<file path="config.mk">
export PLATFORM = sky130hd
export DESIGN_NAME = mux_4_rr_arb
export DESIGN_NICKNAME = d
export VERILOG_FILES = /design/src/rtl/mux_4_rr_arb_pkg.sv /design/src/rtl/mux_4_rr_arb_mux_4_sel.sv /design/src/rtl/mux_4_rr_arb.sv
export SDC_FILE = /design/constraint.sdc
export NUM_CORES = 1
export LEC_CHECK = 0
export BUFFER_PORTS_ARGS = -buffer_cell sky130_fd_sc_hd__buf_2
export CAP_MARGIN = 15
export CORE_AREA = 3 3 51 53
export DETAILED_ROUTE_END_ITERATION = 7
export DIE_AREA = 0 0 54 56
export PLACE_DENSITY_LB_ADDON = 0.08
export SYNTH_ARGS = -nofsm -noshare
export SYNTH_HDL_FRONTEND = slang
export SYNTH_HIERARCHICAL = 1
export SYNTH_SLANG_ARGS = --single-unit
export TNS_END_PERCENT = 100
</file>
<file path="constraint.sdc">
create_clock -name clk -period 2.35 [get_ports clk]
set_input_delay 0.1175 -clock clk [delete_from_list [all_inputs] [get_ports clk]]
set_output_delay 0.1175 -clock clk [all_outputs]
set_load 0.01 [all_outputs]
</file>
<file path="src/rtl/mux_4_rr_arb_pkg.sv">
// Shared constants and types for the four-source round-robin arbiter/mux.
// Holds the source count, the source index width and the output FSM state
// encoding, plus a small helper for wrapping source-index arithmetic.
package mux_4_rr_arb_pkg;

    localparam int SRC_W   = 2;
    localparam int NUM_SRC = 4;

    // EMPTY: output register holds no beat (out_valid=0).
    // FULL : output register holds a beat awaiting out_ready.
    typedef enum logic {
        EMPTY = 1'b0,
        FULL  = 1'b1
    } state_e;

    // Next source index after i, wrapping 3 -> 0 by natural overflow.
    function automatic logic [SRC_W-1:0] next_idx(input logic [SRC_W-1:0] i);
        return i + SRC_W'(1);
    endfunction

endpackage

</file>
<file path="src/rtl/mux_4_rr_arb_mux_4_sel.sv">
// Purpose: purely combinational BUS_WIDTH-wide 4:1 multiplexer.
// Latency: zero cycles, output follows sel and inputs combinationally.
// Backpressure: none; no state, no handshake.
//
// Ports:
//   sel            - source index to steer to out_data
//   in_data_0..3   - candidate data buses
//   out_data       - selected bus
module mux_4_sel
    import mux_4_rr_arb_pkg::*;
#(
    parameter int BUS_WIDTH = 8
) (
    input  logic [SRC_W-1:0]     sel,
    input  logic [BUS_WIDTH-1:0] in_data_0,
    input  logic [BUS_WIDTH-1:0] in_data_1,
    input  logic [BUS_WIDTH-1:0] in_data_2,
    input  logic [BUS_WIDTH-1:0] in_data_3,
    output logic [BUS_WIDTH-1:0] out_data
);

    always_comb begin
        out_data = in_data_0;
        case (sel)
            2'd0:    out_data = in_data_0;
            2'd1:    out_data = in_data_1;
            2'd2:    out_data = in_data_2;
            2'd3:    out_data = in_data_3;
            default: out_data = in_data_0;
        endcase
    end

endmodule

</file>
<file path="src/rtl/mux_4_rr_arb.sv">
// Purpose: round-robin arbiter sharing one 4:1 mux between four valid/ready
//          sources, feeding a single registered output channel.
// Latency: one cycle from in_valid&in_ready to out_valid/out_data.
// Backpressure: out_ready=0 while FULL holds the beat and drops all in_ready;
//          a pop and a new load may happen in the same cycle (no bubble).
//
// Ports:
//   clk, rst_n       - clock and synchronous active-low reset
//   in_valid[3:0]    - per-source valid, bit i qualifies in_data_i
//   in_data_0..3     - per-source data
//   in_ready[3:0]    - one-hot (or zero) accept strobe to the sources
//   out_valid        - output register holds a beat
//   out_data         - registered selected data
//   out_src          - index of the source that produced out_data
//   out_ready        - consumer accepts the beat when high with out_valid
module mux_4_rr_arb
    import mux_4_rr_arb_pkg::*;
#(
    parameter int BUS_WIDTH = 8
) (
    input  logic                 clk,
    input  logic                 rst_n,
    input  logic [3:0]           in_valid,
    input  logic [BUS_WIDTH-1:0] in_data_0,
    input  logic [BUS_WIDTH-1:0] in_data_1,
    input  logic [BUS_WIDTH-1:0] in_data_2,
    input  logic [BUS_WIDTH-1:0] in_data_3,
    output logic [3:0]           in_ready,
    output logic                 out_valid,
    output logic [BUS_WIDTH-1:0] out_data,
    output logic [1:0]           out_src,
    input  logic                 out_ready
);

    // ------------------------------------------------------------------
    // State
    // ------------------------------------------------------------------
    state_e                 state_q,    state_d;
    logic [SRC_W-1:0]       ptr_q,      ptr_d;      // highest-priority source
    logic [BUS_WIDTH-1:0]   out_data_q, out_data_d;
    logic [SRC_W-1:0]       out_src_q,  out_src_d;

    // ------------------------------------------------------------------
    // Arbitration
    // ------------------------------------------------------------------
    logic                   load_en;
    logic                   any_req;
    logic [SRC_W-1:0]       gnt;
    logic [SRC_W-1:0]       scan_idx;
    logic                   found;
    logic [BUS_WIDTH-1:0]   mux_data;

    // The register can take a new beat when empty, or when the held beat
    // is leaving this cycle.
    assign load_en = (state_q == EMPTY) || out_ready;
    assign any_req = |in_valid;

    // Rotating priority scan: ptr, ptr+1, ptr+2, ptr+3 (mod 4). The first
    // valid source wins. When nothing is valid gnt is a don't-care.
    always_comb begin
        gnt      = ptr_q;
        found    = 1'b0;
        scan_idx = '0;
        for (int k = 0; k < NUM_SRC; k++) begin
            scan_idx = ptr_q + SRC_W'(k);
            if (!found && in_valid[scan_idx]) begin
                gnt   = scan_idx;
                found = 1'b1;
            end
        end
    end

    // Accept strobe goes to the granted source only. Gating with rst_n keeps
    // any handshake from completing on a reset edge, where the beat would
    // otherwise be lost.
    always_comb begin
        in_ready = '0;
        if (rst_n && load_en && any_req) begin
            in_ready[gnt] = 1'b1;
        end
    end

    mux_4_sel #(
        .BUS_WIDTH (BUS_WIDTH)
    ) u_mux (
        .sel       (gnt),
        .in_data_0 (in_data_0),
        .in_data_1 (in_data_1),
        .in_data_2 (in_data_2),
        .in_data_3 (in_data_3),
        .out_data  (mux_data)
    );

    // ------------------------------------------------------------------
    // Next-state logic
    // ------------------------------------------------------------------
    always_comb begin
        state_d    = state_q;
        ptr_d      = ptr_q;
        out_data_d = out_data_q;
        out_src_d  = out_src_q;

        if (load_en) begin
            if (any_req) begin
                state_d    = FULL;
                out_data_d = mux_data;
                out_src_d  = gnt;
                // The winner drops to lowest priority next round.
                ptr_d      = next_idx(gnt);
            end else begin
                // Data and source are left as-is so a consumer peeking at
                // out_data after the pop still sees the last beat.
                state_d    = EMPTY;
            end
        end
    end

    always_ff @(posedge clk) begin
        if (!rst_n) begin
            state_q    <= EMPTY;
            ptr_q      <= '0;
            out_data_q <= '0;
            out_src_q  <= '0;
        end else begin
            state_q    <= state_d;
            ptr_q      <= ptr_d;
            out_data_q <= out_data_d;
            out_src_q  <= out_src_d;
        end
    end

    // ------------------------------------------------------------------
    // Outputs
    // ------------------------------------------------------------------
    assign out_valid = (state_q == FULL);
    assign out_data  = out_data_q;
    assign out_src   = out_src_q;

endmodule

</file>
==> summary.md <==
| Metric | Value |
|---|---|
| CTS H-tree lvls | 1 |
| Post-cts resize count | 0 |
| Die Ht | approximately 56 um |
| N_diodes | 0 |
| WP data required | about 2.5 ns |
| Max Clock Freq | about 520 MHz |
| Rows | 17 |
| Fin. Hold Viols | 0 |
| WL per Instance | between 10 and 15 um |
| Syn_area_per_cell | around 11 sq um |
| Flops & latches, synth | 13 |
| Global placer's final weighted congestion | approximately 0.65 |
| Via density | about 5.0 |
| Area delta synth->final | 34.42% |
| FF-to-FF path depth | 7 |
| Hold path startpoint | out_ready |
| Post-synthesis sequential area ratio | roughly 31% |
| RR Endpoint | out_data[4]$_SDFFE_PN0P_ |
| CP Capture Point | out_data[4]$_SDFFE_PN0P_ |
| Post-Syn Area | about 850 sq um |
| Final setup viols | 0 |
| Critical Path End Type | register |
| Die area | between 3000 and 4000 sq um |
| Crit Path Category | reg -> reg |
| Internal power | roughly 470 uW |
| Switch Pwr | roughly 220 uW |
| Max-cap violations | 0 |
| Clock sinks | 13 |
| HP Class | in -> reg |
| Worst-Margin Slew | between 0.5 and 0.6 ns |
| Placed Area | between 1000 and 1500 sq um |
| Reg clk slew, reported paths | 0.08 ns |
| Data arrival, critical path | approximately 2.1 ns |
| First-pass GRT wire length | 3167 um |
| Post-CTS Setup Repair Bufs | 0 |
| Crit path launch type | register |
| Final Cell Area | around 1100 sq um |
| Nets | 172 |
| Final ANT Viol Nets | 0 |
| IO Port Bufs | 53 |
| Yosys top cell area share | ~31% |
| Final worst setup slack | ~0.45 ns |
| Clock period minus worst slack | approximately 1.9 ns |
| RSZ-0062 raised after global routing | no |
| Synth top cells by count | dfxtp_1, nor2b_1, mux2i_1, mux4_2, a21oi_1 |
| DP HPWL | approximately 1600 um |
| Drt drc | 0 |
| Sw Share | 31.96% |
| Leak | approximately 0.57 nW |
| Worst r2r src | ptr_q[1]$_SDFFE_PN0P_ |
| Share of power burned in registers | about two fifths |
| Place WS | ~0.45 ns |
| Dominant synthesized flop cell | dfxtp_1 |
| Async SR Flop Fraction | 0% |
| Max clock buf depth | 2 |
| Starting density of the core | about two fifths |
| Number of synthesized flops with an enable pin | 0 |
| Clock share of power | around a fifth |
| Ports | 54 |
| Clk_lat worst skew | about 0.27 ns |
| DRT Pass-1 Iters | 4 |
| Final Util | between 50% and 60% |
| Drt initial violations | 5 |
| Vias in the first global route | between 700 and 800 |
| Worst-path maximum fanout | 14 |
| Setup Total Neg Slack | 0 ns |
| Pwr/cell area | roughly 610 nW/um^2 |
| Cell count after synthesis | 79 |
| Status | complete, no violations |
| Root Driver | clkbuf_4 |
| Gr usage total | 14.06% |
| Via Count | 793 |
| Tcrit/Tclk final | roughly four fifths |
| Fin Clk Skew | around 0.00038 ns |
| CTS tree | yes |
| CP startpoint | ptr_q[1]$_SDFFE_PN0P_ |
| Total core area | around 2200 sq um |
| FILL cells | between 200 and 250 |
| CTS Hold Bufs | 0 |
| Slew HR | a little over three fifths |
| Worst VDD drop | about 0.27 mV |
| Layout cells sized above 1 | 53.03% |
| Total gr overflow | 0 |
| Count leader, synth | dfxtp_1 |
| Dominant cell type by area after synthesis | dfxtp_1 |
| Combinational share of power | a little over 40% |
| Top cells by area, synth | dfxtp_1, mux4_2, mux2i_1, nor2b_1, buf_6 |
| Largest net degree at the start of global routing | 17 |
| Num CTS Buffers | 3 |
| Syn_nets | 118 |
| Die Span X | approximately 54 um |
| Final WL | around 2000 um |
| Synthesis warning total | 6 |
| Synth cell types | 23 |
| R2R setup slack | between 0.4 and 0.5 ns |
| Initial antenna violation count | 0 |
| Fin. max-slew vios | 0 |
[power groups by stage]
stage / registers, mW / clock network (mW) / logic, mW
4_1_cts: 0.272 / 0.151 / 0.285
2_1_floorplan: 0.287 / 0 / 0.197
3_3_place_gp: 0.276 / 0 / 0.279
5_1_grt: 0.277 / 0.161 / 0.309
3_5_place_dp: 0.277 / 0 / 0.285
6_report: 0.272 / 0.138 / 0.280
[how the worst min path moves through the flow]
stage | to | slack, ns | depth (start not counted)
floorplan | out_data[0]$_SDFFE_PN0P_ | 0.25 | 1
global placement | out_valid$_SDFFE_PN0N_ | 0.43 | 4
detailed placement | out_valid$_SDFFE_PN0N_ | 0.45 | 4
CTS | out_valid$_SDFFE_PN0N_ | 0.13 | 4
global route | out_valid$_SDFFE_PN0N_ | 0.16 | 4
finish | out_valid$_SDFFE_PN0N_ | 0.15 | 4
[cells by family (layout without fill, tap and decap cells)]
group,Yosys count,count (layout),share of synthesized area (%)
muxes,18,18,33.09
DFF,13,13,30.72
xor gates and xnor gates,1,1,1.034
AOI/OAI and AO/OA,14,14,12.41
buffers and inverters,9,62,6.793
and+or+nand+nor,24,24,15.95
[cell type report]
cell class	count	area, sq um	area share [%]
tap	28	35.03	3.077
timing repair buffer	54	272.8	23.96
inverter	4	15.01	1.319
multi-input combinational	57	529.3	46.48
sequential	13	260.3	22.86
clock buffer	4	26.28	2.308
[worst max-delay path, stage by stage, from the launching register on]
cell and delay (ns):
dfxtp_1 0.42, nand2_1 0.07, a21oi_1 0.14, o221a_1 0.18, buf_4 0.24, mux4_2 0.53, mux2i_1 0.15, nor2b_1 0.06
[routing by layer]
layer | GRT usage [%] | vias up | share of wire (%)
met3 | 4.558 | 2 | 11
met5 | 0 | - | 0
met1 | 17.19 | 358 | 41
li1 | - | 392 | -
met4 | 5.338 | 0 | 0.50
met2 | 22.32 | 41 | 47
[sequential cells by signal, indices dropped and copies added (netlist names)]
name	flops
out_data	8
out_src	2
out_valid	1
ptr_q	2
[layout by cell type (no fill, tap or decap), drive strengths merged]
cell,Yosys,final
nor3,2,2
buf,3,54
xnor2,1,1
or2,1,1
a21boi,1,1
clkbuf,2,4
o21ai,5,5
a21oi,6,6
mux4,8,8
nor4,1,1
nor2b,12,12
nor2,3,3
nand3,1,1
dfxtp,13,13
nand2,4,4
inv,4,4
o221a,1,1
mux2i,10,10
a21o,1,1
[stage by stage]
stage,hold slack (ns),total power [mW],std cells
global route,0.1576,0.7477,160
finish,0.1531,0.6898,160
floorplan,0.2457,0.4840,79
detailed placement,0.4450,0.5614,156
CTS,0.1342,0.7085,160
global placement,0.4333,0.5550,156
Power figures use the tool's default switching activity.
